===== src/rtl/cpu_types_pkg.sv =====
`default_nettype none
// ============================================================================
// Module   : cpu_types_pkg
// Purpose  : Shared CPU types: machine word, RAM port status and the
//            memory arbiter grant state.
// Revision : 1.0 - initial release
// ============================================================================
package cpu_types_pkg;

  typedef logic [31:0] word_t;

  // Status reported by the RAM for the access currently presented to it.
  typedef enum logic [1:0] {
    FREE   = 2'b00,
    BUSY   = 2'b01,
    ACCESS = 2'b10,
    ERROR  = 2'b11
  } ramstate_t;

  // Which requester (if any) currently owns the RAM port.
  typedef enum logic [1:0] {
    IDLE  = 2'b00,
    ISERV = 2'b01,
    DSERV = 2'b10
  } arb_state_t;

endpackage : cpu_types_pkg
`default_nettype wire


===== src/rtl/mem_arbiter_if.sv =====
`default_nettype none
// ============================================================================
// Module   : mem_arbiter_if
// Purpose  : Bundles the fetch requester, data requester and RAM port
//            signals seen by the memory arbiter.
// Ports    : master - arbiter view (requests/RAM status in, waits/RAM cmds out)
//            slave  - environment view (mirror of master)
// Revision : 1.0 - initial release
// ============================================================================
interface mem_arbiter_if;
  import cpu_types_pkg::*;

  // instruction requester
  logic      iREN;
  word_t     iaddr;
  logic      iwait;
  word_t     iload;
  // data requester
  logic      dREN;
  logic      dWEN;
  word_t     daddr;
  word_t     dstore;
  logic      dwait;
  word_t     dload;
  // RAM port
  logic      ramREN;
  logic      ramWEN;
  word_t     ramaddr;
  word_t     ramstore;
  word_t     ramload;
  ramstate_t ramstate;
  // status
  logic      bus_err;

  modport master (
    input  iREN, iaddr, dREN, dWEN, daddr, dstore, ramload, ramstate,
    output iwait, iload, dwait, dload, ramREN, ramWEN, ramaddr, ramstore,
           bus_err
  );

  modport slave (
    output iREN, iaddr, dREN, dWEN, daddr, dstore, ramload, ramstate,
    input  iwait, iload, dwait, dload, ramREN, ramWEN, ramaddr, ramstore,
           bus_err
  );

endinterface : mem_arbiter_if
`default_nettype wire


===== src/rtl/mem_arbiter.sv =====
`default_nettype none
// ============================================================================
// Module   : mem_arbiter
// Purpose  : Shares one RAM port between instruction fetch and data access.
//            Data has priority; a fetch that has watched MAX_DSTREAK data
//            grants in a row is served next. Accesses ending in RAM ERROR or
//            exceeding TIMEOUT_CYC service cycles are aborted and flagged on
//            the sticky bus_err output.
// Ports    : CLK  - clock
//            RST  - synchronous active-high reset
//            bus  - mem_arbiter_if.master (requesters, RAM port, bus_err)
// Revision : 1.0 - initial release
// ============================================================================
module mem_arbiter
  import cpu_types_pkg::*;
#(
  parameter int MAX_DSTREAK = 4,
  parameter int TIMEOUT_CYC = 64
) (
  input  wire logic          CLK,
  input  wire logic          RST,
  mem_arbiter_if.master      bus
);

  localparam int DSW = $clog2(MAX_DSTREAK + 1);
  localparam int TCW = $clog2(TIMEOUT_CYC + 1);

  arb_state_t     state_q,   state_d;
  logic [DSW-1:0] dstreak_q, dstreak_d;
  logic [TCW-1:0] tcnt_q,    tcnt_d;
  logic           bus_err_q, bus_err_d;

  logic w_done;   // RAM finished the granted access this cycle
  logic w_abort;  // RAM failed or the access ran out of time

  always_ff @(posedge CLK) begin
    if (RST) begin
      state_q   <= IDLE;
      dstreak_q <= '0;
      tcnt_q    <= '0;
      bus_err_q <= 1'b0;
    end else begin
      state_q   <= state_d;
      dstreak_q <= dstreak_d;
      tcnt_q    <= tcnt_d;
      bus_err_q <= bus_err_d;
    end
  end

  always_comb begin
    state_d      = state_q;
    dstreak_d    = dstreak_q;
    tcnt_d       = tcnt_q;
    bus_err_d    = bus_err_q;
    bus.ramREN   = 1'b0;
    bus.ramWEN   = 1'b0;
    bus.ramaddr  = '0;
    bus.ramstore = '0;
    bus.iwait    = 1'b1;
    bus.dwait    = 1'b1;
    bus.iload    = bus.ramload;
    bus.dload    = bus.ramload;
    bus.bus_err  = bus_err_q;

    w_done  = (bus.ramstate == ACCESS);
    w_abort = !w_done &&
              ((bus.ramstate == ERROR) || (tcnt_q == TCW'(TIMEOUT_CYC - 1)));

    case (state_q)
      IDLE: begin
        tcnt_d = '0;
        // A fetch that has waited through a full data streak wins the tie.
        if ((bus.dREN || bus.dWEN) &&
            !(bus.iREN && (dstreak_q == DSW'(MAX_DSTREAK)))) begin
          state_d = DSERV;
        end else if (bus.iREN) begin
          state_d = ISERV;
        end
      end

      ISERV: begin
        if (!bus.iREN) begin
          // Requester gave up: release the port quietly.
          state_d = IDLE;
          tcnt_d  = '0;
        end else begin
          bus.ramREN  = 1'b1;
          bus.ramaddr = bus.iaddr;
          if (w_done || w_abort) begin
            bus.iwait = 1'b0;
            state_d   = IDLE;
            tcnt_d    = '0;
            if (w_done) dstreak_d = '0;
            if (w_abort) bus_err_d = 1'b1;
          end else begin
            tcnt_d = tcnt_q + TCW'(1);
          end
        end
      end

      DSERV: begin
        if (!(bus.dREN || bus.dWEN)) begin
          state_d = IDLE;
          tcnt_d  = '0;
        end else begin
          bus.ramaddr  = bus.daddr;
          bus.ramstore = bus.dstore;
          bus.ramWEN   = bus.dWEN;
          bus.ramREN   = bus.dREN && !bus.dWEN;  // write wins over read
          if (w_done || w_abort) begin
            bus.dwait = 1'b0;
            state_d   = IDLE;
            tcnt_d    = '0;
            if (w_abort) bus_err_d = 1'b1;
            // Streak only grows while a fetch is actually being held off.
            if (w_done) begin
              if (!bus.iREN) begin
                dstreak_d = '0;
              end else if (dstreak_q != DSW'(MAX_DSTREAK)) begin
                dstreak_d = dstreak_q + DSW'(1);
              end
            end
          end else begin
            tcnt_d = tcnt_q + TCW'(1);
          end
        end
      end

      default: state_d = IDLE;
    endcase
  end

endmodule : mem_arbiter
`default_nettype wire


===== src/flat_wrapper.sv =====
// flat-port wrapper written by rule: the top's interface ports become plain ports
module mem_arbiter_flat import cpu_types_pkg::*;
#(
  parameter int MAX_DSTREAK = 4,
  parameter int TIMEOUT_CYC = 64
)
  (CLK, RST, bus_iREN, bus_iaddr, bus_dREN, bus_dWEN, bus_daddr, bus_dstore, bus_ramload, bus_ramstate, bus_iwait, bus_iload, bus_dwait, bus_dload, bus_ramREN, bus_ramWEN, bus_ramaddr, bus_ramstore, bus_bus_err);
  mem_arbiter_if bus_i ();
  input  wire logic CLK;
  input  wire logic RST;
  input wire logic [$bits(bus_i.iREN)-1:0] bus_iREN;
  input wire logic [$bits(bus_i.iaddr)-1:0] bus_iaddr;
  input wire logic [$bits(bus_i.dREN)-1:0] bus_dREN;
  input wire logic [$bits(bus_i.dWEN)-1:0] bus_dWEN;
  input wire logic [$bits(bus_i.daddr)-1:0] bus_daddr;
  input wire logic [$bits(bus_i.dstore)-1:0] bus_dstore;
  input wire logic [$bits(bus_i.ramload)-1:0] bus_ramload;
  input wire logic [$bits(bus_i.ramstate)-1:0] bus_ramstate;
  output wire logic [$bits(bus_i.iwait)-1:0] bus_iwait;
  output wire logic [$bits(bus_i.iload)-1:0] bus_iload;
  output wire logic [$bits(bus_i.dwait)-1:0] bus_dwait;
  output wire logic [$bits(bus_i.dload)-1:0] bus_dload;
  output wire logic [$bits(bus_i.ramREN)-1:0] bus_ramREN;
  output wire logic [$bits(bus_i.ramWEN)-1:0] bus_ramWEN;
  output wire logic [$bits(bus_i.ramaddr)-1:0] bus_ramaddr;
  output wire logic [$bits(bus_i.ramstore)-1:0] bus_ramstore;
  output wire logic [$bits(bus_i.bus_err)-1:0] bus_bus_err;
  assign bus_i.iREN = bus_iREN;
  assign bus_i.iaddr = bus_iaddr;
  assign bus_i.dREN = bus_dREN;
  assign bus_i.dWEN = bus_dWEN;
  assign bus_i.daddr = bus_daddr;
  assign bus_i.dstore = bus_dstore;
  assign bus_i.ramload = bus_ramload;
  assign bus_i.ramstate = bus_ramstate;
  assign bus_iwait = bus_i.iwait;
  assign bus_iload = bus_i.iload;
  assign bus_dwait = bus_i.dwait;
  assign bus_dload = bus_i.dload;
  assign bus_ramREN = bus_i.ramREN;
  assign bus_ramWEN = bus_i.ramWEN;
  assign bus_ramaddr = bus_i.ramaddr;
  assign bus_ramstore = bus_i.ramstore;
  assign bus_bus_err = bus_i.bus_err;
  mem_arbiter #(.MAX_DSTREAK(MAX_DSTREAK), .TIMEOUT_CYC(TIMEOUT_CYC)) u_core (.CLK(CLK), .RST(RST), .bus(bus_i));
endmodule

===== config.mk =====
export PLATFORM = sky130hd
export DESIGN_NAME = mem_arbiter_flat
export DESIGN_NICKNAME = d
export VERILOG_FILES = /design/src/rtl/cpu_types_pkg.sv /design/src/rtl/mem_arbiter_if.sv /design/src/rtl/mem_arbiter.sv /design/src/flat_wrapper.sv
export SDC_FILE = /design/constraint.sdc
export NUM_CORES = 1
export LEC_CHECK = 0
export ABC_AREA = 1
export BUFFER_PORTS_ARGS = -buffer_cell sky130_fd_sc_hd__buf_2
export CORE_AREA = 8 8 98 100
export DETAILED_ROUTE_END_ITERATION = 8
export DIE_AREA = 0 0 106 108
export PLACE_DENSITY = 0.8
export SKIP_LAST_GASP = 1
export SLEW_MARGIN = 25
export SYNTH_ARGS = -nofsm -noshare
export SYNTH_HDL_FRONTEND = slang
export SYNTH_SLANG_ARGS = --single-unit

===== constraint.sdc =====
create_clock -name CLK -period 1.4 [get_ports CLK]
set_input_delay 0.14 -clock CLK [delete_from_list [all_inputs] [get_ports CLK]]
set_output_delay 0.14 -clock CLK [all_outputs]
set_load 0.05 [all_outputs]

# Word-level counts from Yosys, hierarchy flattened
# Cells that the tools add are included.
[word_totals] reg_bits=13 in_bits=135 wordCells=75
[classes] addsub=2 eq_ne=15 muxes=39 n_reduce_logical=15
[op_table] cell="2-to-1 mux 32 bit" count=4
[op_table] cell="case mux 32 bit (2 select lines)" count=1
[op_table] cell="2-to-1 mux 3 bit" count=8
[op_table] cell="2-to-1 mux 7 bit" count=3
[op_table] cell="case mux 7 bit (3 select lines)" count=1
[op_table] cell="2-to-1 mux 1 bit" count=13
[op_table] cell="2-to-1 mux 2 bit" count=5
[op_table] cell="!= test 2 x 1 -> 1 bit (second input constant)" count=5
[op_table] cell="AND reduction 8 bit" count=1
[op_table] cell="adder 7 x 1 -> 7 bit (second input constant)" count=1
[op_table] cell="equality test 7 x 6 -> 1 bit (second input constant)" count=1
[op_table] cell="equality test 2 bit (second input constant)" count=3
[op_table] cell="!= test 3 x 2 -> 1 bit (second input constant)" count=2
[op_table] cell="case mux 2 bit (3 select lines)" count=1
[op_table] cell="case mux 3 bit (2 select lines)" count=1
[op_table] cell="logical AND 1 bit" count=4
[op_table] cell="case mux 1 bit (2 select lines)" count=2
[op_table] cell="adder 3 x 1 -> 3 bit (second input constant)" count=1
[op_table] cell="equality test 3 bit (second input constant)" count=1
[op_table] cell="zero test 1 bit" count=3
[op_table] cell="logical OR 1 bit" count=3
[op_table] cell="!= test 3 bit (second input constant)" count=1
[op_table] cell="AND reduction 3 bit" count=1
[op_table] cell="nonzero test 3 bit" count=1
[op_table] cell="4 further kinds" count=4

# Depth between registers and ports, before layout
# Gate-level depths: netlist of run 1.
[logic_depth] ltp_word=7 depth_mapped=11

# Least setup slack after synthesis of run 1
# Ideal clock, no wire load.
[synth_path] kind="register to output" startpoint="register u_core.state_q[0]" endpoint="output bus_ramaddr[22]" arrival_time_ns=1.850 setup_slack_ns=-0.590 path_stages_with_launch=9 path_cell_list="dfxtp_1 -> inv_1 -> ha_1 -> buf_6 -> nand2_1 -> nand2_2 -> buf_4 -> nand2_1 -> a21oi_1"
[synth_between] elab_chain_len=2 elab_cells_between_ends=3
[synth_rtl] item="start: declaration" line_no="mem_arbiter.sv:28" source="arb_state_t state_q, state_d;"
[synth_rtl] item="start signal: assignment" line_no="mem_arbiter.sv:43" source="state_q <= state_d;"
[synth_rtl] item="equality test 2 bit or equality test 2 x 1 -> 1 bit (tied branches)" line_no="mem_arbiter.sv:69" source="case (state_q)"
[synth_rtl] item="case mux 32 bit (2 select lines) (*)" line_no="mem_arbiter.sv:69"
[synth_rtl] item="end: declaration" line_no="flat_wrapper.sv:25" source="output wire logic [$bits(bus_i.ramaddr)-1:0] bus_ramaddr;"
# Mark *: on every way between the ends. The rest lies on a longest branch, timed or not.

# Final worst setup path of run 1
[layout_path] startpoint="register u_core.state_q[0]" endpoint="output bus_ramaddr[3]"
# The elaborated chain is that of the path after synthesis.

==> metrics.md, run 1 <==
| Metric | Value |
|---|---|
| Worst-skew pair later-pin latency | 0.25 ns |
| Filler cell count | 666 |
| Slowest stage cell, crit path | dfxtp_4 |
| Hold Buf Count CTS | 0 |
| Via count | about 2800 |
| PnR worst setup slack | -0.360 ns |
| R2R Setup Slk | -0.26 ns |
| Drt first-iter violations | between 70 and 80 |
| Top cell type's share of synthesized area | 0.251 |
| Number of global-route vias before repair | 3077 |
| Boundary pin count | 268 |
| DR WL met2 | 5.56 mm |
| Clock Pin Slew Worst Setup and Hold Paths | around 0.060 ns |
| Largest net degree at the start of global routing | 36 |
| Hold Crit Start | RST |
| Hold Path End | u_core.state_q[0] |
| Critical Path RT | 1.26 ns |
| Cts bufs inserted | 3 |
| First-pass DRT Iterations | 4 |
| Fmax | 568 MHz |
| Port bufs | 171 |
| Tcrit/Tclk final | 1.26 |
| Worst slew pin tran | 0.273 ns |
| Fin area | 4690 sq um |
| Antenna diodes | 0 |
| Synth Register Bits | 13 |
| Outcome | finished with violations |
| Cell family with most CP delay | buffers and inverters |
| Worst R2R Start | u_core.state_q[1] |
| First-pass GRT wire length | between 15 and 20 mm |
| Largest area contributor in the netlist | buf_4 |
| DRC | 0 |
| Hold Path Class | in2reg |
| Final ANT Viol Nets | 0 |
| Total power per unit cell area | 606 nW/um^2 |
| Net count reported at finish | between 600 and 700 |
| Violated checks | negative setup slack |
| Avg Cell Area, Syn | 5.63 sq um |
| Crit path cell chain | inv_4 -> ha_4 -> nand2_4 -> nand2_8 -> buf_12 -> nand2_2 -> a21oi_4 -> buf_6 |
| Drt total wl | 10.0 mm |
| Met3 WL | 870 microns |
| CTS tree | done |
| Slew Limit Fails | 0 |
| Die area | 11400 sq um |
| Post-synth cell types | 29 |
| Placed Area | 3600 sq um |
| Final Critical Period | 1.76 ns |
| WS Path Type | reg2out |
| # placed instances | 597 |
| Die height | 108 microns |
| Critical R2R Capture | u_core.dstreak_q[1] |
| YS warnings | 0 |
| Maximum fanout along the worst path | 10 |
| Highest ir drop seen on vdd | about 0.63 mV |
| Detailed placement HPWL | 6.99 mm |
| Maxcap violations | 0 |
| Crit path depth | 8 |
| Gpl congestion | 0.832 |
| Via/cell ratio | about 4.6 |
| M1 WL | about 3.5 mm |
| Layout cell share with drive strength beyond 1 | 0.724 |
| Worst Path Arrival | between 1.5 and 2 ns |
| Clock root buffer master | clkbuf_8 |
| Worst Skew | 0.00248 ns |
| Clock sinks | 13 |
| Sequential area share after synthesis | 0.125 |
| Htree depth | 1 |
| Final Setup Violations | 75 |
| Hold Fails Final Rpt | 0 |
| Hold_ws | 0.150 ns |
| CP endpoint kind | output port |
| Reg2Reg Depth | 10 |
| Clk buf depth | 2 |
| Post-DR wirelength/cell | about 16 microns |
| Place WS | -0.241 ns |
| Overall routing resource usage | 0.161 |
| Setup crit start kind | flip-flop |
| Core Area | ~8100 sq um |
| Syn_nets | 514 |
| Max_slew headroom | 0.816 |
| RSZ-0062 raised after global routing | yes |
| Initial antenna violation count | 0 |
| Mapped Area | 2090 sq um |
| FP Rows | 33 |
| Cell count after synthesis | 371 |
| Post-route insts no fill | 619 |
| Worst Hold Depth | 2 |
| Total power draw | 2840 uW |
| Initial core utilization | 0.260 |
| GR Overflow Total | 0 |
| Critical path buffers and inverters | 3 |
| Synth area leaders | buf_4 25%, nand2_1 23%, dfxtp_1 12% |
| Top sig layer | met4 |
| Leak pwr | just over 0.002 uW |
| Syn-to-layout area delta | 125% |
| CP max stage delay | 0.35 ns |
| Die X-Extent | about 110 microns |
-- worst max-delay path by stage --
stage | start | to | slack, ns
after floorplan | u_core.state_q[0] | bus_ramaddr[22] | -0.13
after global placement | u_core.state_q[0] | bus_ramaddr[18] | -0.21
after detailed placement | u_core.state_q[0] | bus_ramaddr[5] | -0.24
after CTS | u_core.state_q[0] | bus_ramaddr[5] | -0.37
after global routing | u_core.state_q[0] | bus_ramaddr[18] | -0.41
final | u_core.state_q[0] | bus_ramaddr[3] | -0.36
-- area by class of cell --
cell class,instances,area (sq um),share of cell area
sequential,13,270,0.0576
timing repair buffer,218,1960,0.418
clock inverter,1,5.00,0.00107
multi-input combinational,253,2150,0.458
inverter,26,135,0.0288
clock buffer,3,41.3,0.00880
tap,105,131,0.0280
-- report_power, final --
group	switching, uW	internal [uW]	total [uW]	leakage, uW
Combinational	1220	861	2080	0.00190
Sequential	20.4	388	408	0.000108
Clock	160	198	357	0.0000255
Total	1400	1450	2840	0.00204
-- flip-flops by register name, indices dropped and copies added (netlist names) --
signal,count
u_core.tcnt_q,7
u_core.state_q,2
u_core.bus.bus_err,1
u_core.dstreak_q,3
-- worst register-to-register path, cell delays in order (launching register included) --
cell and delay, ns:
dfxtp_4 0.38, inv_4 0.05, ha_4 0.29, clkinv_8 0.09, buf_8 0.14, a21oi_4 0.14, nand2_1 0.08, a21oi_2 0.18
nand2_1 0.08, o21ai_1 0.07, nor2_1 0.04
-- what timing repair did --
action,in CTS,in global routing
cloned,8,0
setup buffers,8,6
pin swaps,13,14
endpoints found under the setup margin,75,81
gates resized for setup,187,48
-- logic make-up (layout without fill, tap and decap cells) --
family,Yosys count,in the layout,share of synthesized area
flops,13,13,0.125
buf+inv,106,248,0.320
compound gates,50,50,0.132
fa+ha+maj,8,8,0.0479
xor+xnor,1,1,0.00419
simple gates,193,194,0.371
-- Yosys cell counts --
cell       count
nand2_2        4
a21oi_1       40
o21ai_1        1
nor2_2         1
a21oi_2        1
o2111ai_1      1
o211ai_1       1
inv_2          4
nand2_1      128
buf_2          1
clkbuf_1       6
buf_1          2
clkinv_1       1
nor2_1        44
a21oi_4        1
dfxtp_1       13
nand3_2        2
nand4_1        4
nor3b_1        1
nand3_1        7
nor3_1         2
xor2_1         1
o21ai_0        3
o21ai_2        1
o22ai_1        1
buf_6          1
inv_1         21
buf_4         70
ha_1           8
-- layout by cell type (no fill, tap or decap), types with 3 or more instances in the layout --
cell,n
a21oi_2,4
dfxtp_1,9
nand2_1,81
buf_12,7
nor2_1,9
inv_2,3
buf_6,54
buf_2,103
nand2_2,32
buf_16,6
a21oi_1,4
inv_1,18
nand3_1,7
clkbuf_8,3
buf_4,25
nand2_4,19
nor2_4,34
buf_8,23
a21oi_4,34
ha_1,3
ha_4,5
nand4_1,4
-- stage by stage --
| step | setup TNS (ns) | utilization |
|---|---|---|
| after global routing | -23.36 | 0.583 |
| after floorplan | -5.91 | - |
| final | -18.98 | 0.583 |
| after detailed placement | -11.54 | 0.447 |
| after CTS | -19.91 | 0.561 |
| after global placement | -9.66 | 0.447 |
-- routing by layer --
layer,vias to the layer above,GRT usage
met5,-,0
met2,128,0.301
met1,1302,0.165
li1,1377,-
met4,0,0.0492
met3,22,0.0577
Power figures use the tool's default switching activity.
==> run 2: changes to the inputs <==
--- a/config.mk
+++ b/config.mk
@@ -5,14 +5,13 @@
 export SDC_FILE = /design/constraint.sdc
 export NUM_CORES = 1
 export LEC_CHECK = 0
-export ABC_AREA = 1
 export BUFFER_PORTS_ARGS = -buffer_cell sky130_fd_sc_hd__buf_2
-export CORE_AREA = 8 8 98 100
+export CORE_AREA = 8 8 97 99
 export DETAILED_ROUTE_END_ITERATION = 8
-export DIE_AREA = 0 0 106 108
-export PLACE_DENSITY = 0.8
+export DIE_AREA = 0 0 105 107
+export PLACE_DENSITY = 0.78
 export SKIP_LAST_GASP = 1
-export SLEW_MARGIN = 25
+export SLEW_MARGIN = 30
 export SYNTH_ARGS = -nofsm -noshare
 export SYNTH_HDL_FRONTEND = slang
 export SYNTH_SLANG_ARGS = --single-unit
==> constraint.sdc (replaced) <==
create_clock -name CLK -period 1.9 [get_ports CLK]
set_input_delay 0.19 -clock CLK [delete_from_list [all_inputs] [get_ports CLK]]
set_output_delay 0.19 -clock CLK [all_outputs]
set_load 0.05 [all_outputs]
==> run 2 against run 1 <==
Utilization is 11 points lower. Die area fell by 1.9%. The run now ends clean. First-iteration DRC count up 5.6%. Cell count is 17% lower. Critical path depth down 1. Critical endpoint is now bus_ramaddr[24]. Sequential power decreased by 30%. Non-clock buffer count shrank 21. Clock-buffer cell count stayed put.
==> metrics.md, run 2 <==
| Metric | Value |
|---|---|
| Sequential area share after synthesis | 0.127 |
| Worst R2R Start | u_core.dstreak_q[0] |
| Net count reported at finish | 550 |
| Critical Path RT | 1.71 ns |
| Max_slew headroom | 0.776 |
| Die X-Extent | 105 microns |
| Drt total wl | 9.64 mm |
| Synth Register Bits | 13 |
| Cts bufs inserted | 3 |
| Initial antenna violation count | 0 |
| Top cell type's share of synthesized area | 0.234 |
| Antenna diodes | 0 |
| Post-synth cell types | 36 |
| Largest registers | u_core.tcnt_q (7), u_core.dstreak_q (3), u_core.state_q (2) |
| Clock Pin Slew Worst Setup and Hold Paths | roughly 0.060 ns |
| WS Path Type | reg2out |
| Syn-to-layout area delta | 82.4% |
| Overall routing resource usage | 0.142 |
| Clock root buffer master | clkbuf_8 |
| Synth Area in XOR/XNOR | 0.00854 |
| Total power per unit cell area | 394 nW/um^2 |
| Top post-synthesis cells by count | 64 x buf_4, 35 x and2_1, 35 x nor2b_1 |
| Largest net degree at the start of global routing | 40 |
| Port bufs | roughly 170 |
| Hold Fails Final Rpt | 0 |
| Highest ir drop seen on vdd | ~0.17 mV |
| CTS tree | done |
| Setup crit start kind | flip-flop |
| Drt first-iter violations | between 70 and 80 |
| Synth area leaders | buf_4 23%, dfxtp_1 13%, a22oi_1 12% |
| Most frequent cells in the layout | 121 x buf_2, 33 x and2_1, 32 x a22oi_2 |
| Primary FF master, synth | dfxtp_1 |
| Hold Path End | u_core.bus.bus_err |
| Mux contribution to synthesized area | 0 |
| Boundary pin count | 268 |
| Leak pwr | 0.00161 uW |
| Most common cell in the netlist | buf_4 |
| Avg Cell Area, Syn | ~7 sq um |
| Clk buf depth | 2 |
| Synth Area in Simple Gates | 0.327 |
| Outcome | finished, final reports clean |
| Compound-Gate Fraction of Synth Area | 0.206 |
| Layout cell share with drive strength beyond 1 | 0.695 |
| First-pass DRT Iterations | 4 |
| # placed instances | 491 |
| Total power draw | around 1500 uW |
| DRC | 0 |
| Maximum fanout along the worst path | 8 |
| Initial core utilization | 0.259 |
| PnR worst setup slack | 0.00512 ns |
| Number of global-route vias before repair | about 2500 |
| Fmax | approximately 530 MHz |
| Largest area contributor in the netlist | buf_4 |
| YS warnings | 0 |
| Post-synth EDFFs | 0 |
| Via count | 2424 |
| Largest register FFs | 7 |
| RSZ-0062 raised after global routing | yes |
| Reg2Reg Depth | 6 |
| GR Overflow Total | 0 |
| Setup TNS | 0 ns |
| Via/cell ratio | 4.74 |
| Worst-skew pair later-pin latency | 0.25 ns |
| Worst Skew | 0.00144 ns |
| Worst Hold Depth | 2 |
| Die area | 11200 sq um |
| Worst slew pin tran | ~0.33 ns |
| First-pass GRT wire length | about 13 mm |
| Mapped Area | 2050 sq um |
| Final ANT Viol Nets | 0 |
| Main combinational cell family by area after synthesis | simple AND/OR/NAND/NOR gates |
| Hold Crit Start | RST |
| CP endpoint kind | output port |
| Post-DR wirelength/cell | 18.9 microns |
| Slew Limit Fails | 0 |
| Post-route insts no fill | 511 |
| Hold Path Class | in2reg |
| Die height | 107 microns |
| Adder-cell area share of the yosys netlist | 0.0488 |
| Critical R2R Capture | u_core.dstreak_q[0] |
| Maxcap violations | 0 |
| Final Critical Period | 1.89 ns |
| Gpl congestion | 0.790 |
| Htree depth | 1 |
| Most flops, register | u_core.tcnt_q |
| Async set or reset register ratio after synthesis | 0 |
| R2R Setup Slk | 0.08 ns |
| Place WS | -0.0135 ns |
| Hold Buf Count CTS | 0 |
| FP Rows | 33 |
| Cell count after synthesis | 288 |
| Core Area | 7930 sq um |
| Clock sinks | 13 |
| Final Setup Violations | 0 |
| Syn_nets | 431 |
| Worst Path Arrival | 1.70 ns |
| Tcrit/Tclk final | 0.997 |
| Detailed placement HPWL | between 6 and 7 mm |
| Most common cell after layout, fill and taps aside | buf_2 |
run 2: cell types whose count changed in the layout (fill, tap and decap cells not counted), sizes merged, moves of 4 or more:
cell	delta
nand2	-119
buf	-43
a21oi	-32
a22oi	+32
nor2b	+35
inv	-18
nor2	-42
and2	+35
nand2b	+4
clkbuf	+22
run 2: cell families (layout without fill, tap and decap cells):
logic type	after synthesis	after routing
adders and majority gates	8	8
buffers and inverters	89	207
and+or+nand+nor	114	114
DFF	13	13
AOI/OAI and AO/OA	62	62
xor gates and xnor gates	2	2
run 2: per-layer routing:
layer,track usage,wire (microns),vias up,part of all wire
li1,-,-,1153,-
met5,0,0,-,0
met4,0.0285,102,0,0.011
met1,0.154,3730,1102,0.39
met3,0.0474,683,11,0.071
met2,0.263,5120,158,0.53
run 2: layout make-up:
type | count | area (sq um)
sequential | 13 | 272
clock inverter | 1 | 5.00
clock buffer | 3 | 41.3
inverter | 6 | 27.5
multi-input combinational | 186 | 1650
timing repair buffer | 197 | 1610
fill | 719 | 4190
tap | 105 | 131
run 2: worst max-delay path: stages, from the launching register on:
cell	delay [ns]
dfxtp_4	0.36
buf_6	0.12
ha_4	0.15
and2_4	0.21
clkbuf_16	0.19
a22oi_2	0.22
nor2b_4	0.06
buf_8	0.15
run 2: metrics by stage:
stage	instance area [sq um]	util	hold WS, ns
after floorplan	2270	-	0.266
after global placement	2910	0.367	0.380
after detailed placement	2910	0.367	0.380
after CTS	3260	0.411	0.299
after global routing	3740	0.472	0.326
final	3740	0.472	0.304
run 2: repair_timing:
action                                  in CTS  in global routing
cloned                                       1                  9
setup buffers                                0                  7
resized for setup                           75                 62
pin swaps                                    8                 29
endpoints found under the setup margin      33                 68
run 2: report_power, final:
group          internal (uW)  switching (uW)
Combinational            425             507
Clock                    145             109
Sequential               278            8.14
run 2: how the worst max path moves through the flow:
| stage | from | to | slack (ns) | cells after the start |
|---|---|---|---|---|
| 2_1_floorplan | u_core.state_q[0] | bus_ramaddr[14] | -0.09 | 8 |
| 3_3_place_gp | u_core.state_q[1] | bus_ramaddr[4] | 0.09 | 5 |
| 3_5_place_dp | u_core.state_q[1] | bus_ramaddr[4] | -0.01 | 5 |
| 4_1_cts | u_core.state_q[0] | bus_ramaddr[31] | -0.04 | 7 |
| 5_1_grt | u_core.state_q[1] | bus_ramaddr[24] | -0.03 | 7 |
| 6_report | u_core.state_q[0] | bus_ramaddr[24] | 0.005 | 7 |
==> run 3: changes to the inputs <==
--- a/config.mk
+++ b/config.mk
@@ -5,11 +5,12 @@
 export SDC_FILE = /design/constraint.sdc
 export NUM_CORES = 1
 export LEC_CHECK = 0
+export ABC_AREA = 1
 export BUFFER_PORTS_ARGS = -buffer_cell sky130_fd_sc_hd__buf_2
-export CORE_AREA = 8 8 97 99
+export CORE_AREA = 8 8 96 98
 export DETAILED_ROUTE_END_ITERATION = 8
-export DIE_AREA = 0 0 105 107
-export PLACE_DENSITY = 0.78
+export DIE_AREA = 0 0 104 106
+export PLACE_DENSITY = 0.8
 export SKIP_LAST_GASP = 1
 export SLEW_MARGIN = 30
 export SYNTH_ARGS = -nofsm -noshare
==> run 3 against run 2 <==
Clock-buffer cell count grew 1. Clock power hardly changed. Utilization shrank 8.8 points. Wire length shrank 16%. Register-to-register slack improved by 0.32 ns. Via count is 6.8% higher. Die area down 1.9%. Combinational power shrank 0.5%.
==> metrics.md, run 3 (same netlist as run 1, synthesis figures left out) <==
| Metric | Value |
|---|---|
| Worst slew pin tran | 0.372 ns |
| Drt total wl | 8.11 mm |
| Max_slew headroom | 0.751 |
| Largest register FFs | 7 |
| Setup TNS | 0 ns |
| Largest registers | u_core.tcnt_q (7), u_core.dstreak_q (3), u_core.state_q (2) |
| Gpl congestion | 0.813 |
| Overall routing resource usage | 0.134 |
| Worst Skew | 0.00204 ns |
| Total power per unit cell area | 492 nW/um^2 |
| Final Critical Period | 1.85 ns |
| Worst R2R Start | u_core.state_q[0] |
| Highest ir drop seen on vdd | about 0.22 mV |
| Die X-Extent | 104 microns |
| Maxcap violations | 0 |
| Leak pwr | approximately 0.0015 uW |
| Fmax | 541 MHz |
| Number of global-route vias before repair | 2662 |
| Hold Fails Final Rpt | 0 |
| Clock sinks | 13 |
| Hold Path Class | in2reg |
| First-pass DRT Iterations | 4 |
| Via/cell ratio | between 4 and 5 |
| Die area | 11000 sq um |
| Clock Pin Slew Worst Setup and Hold Paths | 0.06 ns |
| Cts bufs inserted | 3 |
| Hold Crit Start | RST |
| Hold_ws | 0.216 ns |
| Clk buf depth | 2 |
| Most flops, register | u_core.tcnt_q |
| Largest net degree at the start of global routing | 35 |
| Hold Buf Count CTS | 0 |
| CP endpoint kind | output port |
| Fin area | 3010 sq um |
| Reg2Reg Depth | 9 |
| Net count reported at finish | roughly 620 |
| Initial antenna violation count | 0 |
| Tcrit/Tclk final | 0.973 |
| Antenna diodes | 0 |
| Filler cell count | around 840 |
| Place WS | 0.121 ns |
| Clock root buffer master | clkbuf_8 |
| Hold Path End | u_core.state_q[1] |
| First-pass GRT wire length | 12.6 mm |
| Outcome | finished, final reports clean |
| Drt first-iter violations | 75 |
| Critical Path RT | 1.71 ns |
| Via count | 2589 |
| Port bufs | 171 |
| Boundary pin count | 268 |
| FP Rows | 33 |
| Post-DR wirelength/cell | 13.9 microns |
| GR Overflow Total | 0 |
| Placed Area | 2730 sq um |
| Core Area | 7850 sq um |
| Worst Hold Depth | 2 |
| Setup crit start kind | flip-flop |
| Slew Limit Fails | 0 |
| PnR worst setup slack | 0.0509 ns |
| Worst-skew pair later-pin latency | 0.25 ns |
| Maximum fanout along the worst path | 16 |
| Layout cell share with drive strength beyond 1 | 0.524 |
| WS Path Type | reg2out |
| Critical R2R Capture | u_core.dstreak_q[1] |
| Detailed placement HPWL | 6.37 mm |
| Worst Path Arrival | 1.66 ns |
| CTS tree | done |
| Final Setup Violations | 0 |
| R2R Setup Slk | 0.40 ns |
| Final ANT Viol Nets | 0 |
| Initial core utilization | 0.266 |
| Total power draw | about 1500 uW |
| Syn-to-layout area delta | 44.2% |
| Most common cell after layout, fill and taps aside | buf_2 |
| DRC | 0 |
| Htree depth | 1 |
| Die height | 106 microns |
| Most frequent cells in the layout | 139 x buf_2, 124 x nand2_1, 31 x nor2_2 |
-- run 3: cell types whose count changed in the layout (fill, tap and decap cells not counted), sizes merged, moves of 4 or more --
cell,delta
a21oi,+32
inv,+18
a22oi,-32
nor2b,-35
and2,-35
nor2,+42
nand2,+118
nand2b,-4
clkbuf,-14
-- run 3: layout make-up --
cell class	instances	area, sq um	share of cell area
Multi-Input combinational cell	252	1330	0.441
Tap cell	105	131	0.0436
Clock buffer	4	45.0	0.0150
Inverter	26	105	0.0349
Timing Repair Buffer	182	1140	0.378
Sequential cell	13	263	0.0872
-- run 3: worst max-delay path by stage --
stage,startpoint,to,slack [ns],cells after the start
after floorplan,u_core.state_q[0],bus_ramaddr[24],-0.14,8
after global placement,u_core.state_q[0],bus_ramaddr[28],0.16,8
after detailed placement,u_core.state_q[0],bus_ramaddr[28],0.12,8
after CTS,u_core.state_q[1],bus_ramaddr[28],0.02,8
after global routing,u_core.state_q[0],bus_ramaddr[8],-0.02,8
final,u_core.state_q[0],bus_ramaddr[8],0.05,8
-- run 3: critical path, stage by stage (launching register included) --
cell	delay, ns
dfxtp_2	0.35
inv_4	0.08
ha_4	0.16
nand2_2	0.09
nand2_4	0.12
buf_12	0.15
nand2_1	0.07
a21oi_1	0.13
clkbuf_4	0.25
-- run 3: layer usage --
metal,global-route usage,share of wire,up-vias
li1,-,-,1299
met1,0.140,0.40,1121
met2,0.247,0.48,149
met3,0.0569,0.10,20
met4,0.0259,0.011,0
met5,0,0,-
-- run 3: timing repair --
item | in CTS | in global routing
endpoints found under the setup margin | 32 | 31
gates cloned | 2 | 1
pin swaps | 1 | 1
buffers inserted | 0 | 0
gates resized for setup | 28 | 38
-- run 3: power by group --
part           internal [uW]  total [uW]  switching, uW
clock                    148         255            106
combinational            311         927            616
sequential               286         299           12.9
total                    746        1480            735
-- run 3: metrics by stage --
stage / instances / utilization
finish: 582 / 0.384
global route: 582 / 0.384
CTS: 581 / 0.370
detailed placement: 575 / 0.347
global placement: 575 / 0.347
floorplan: 371 / -
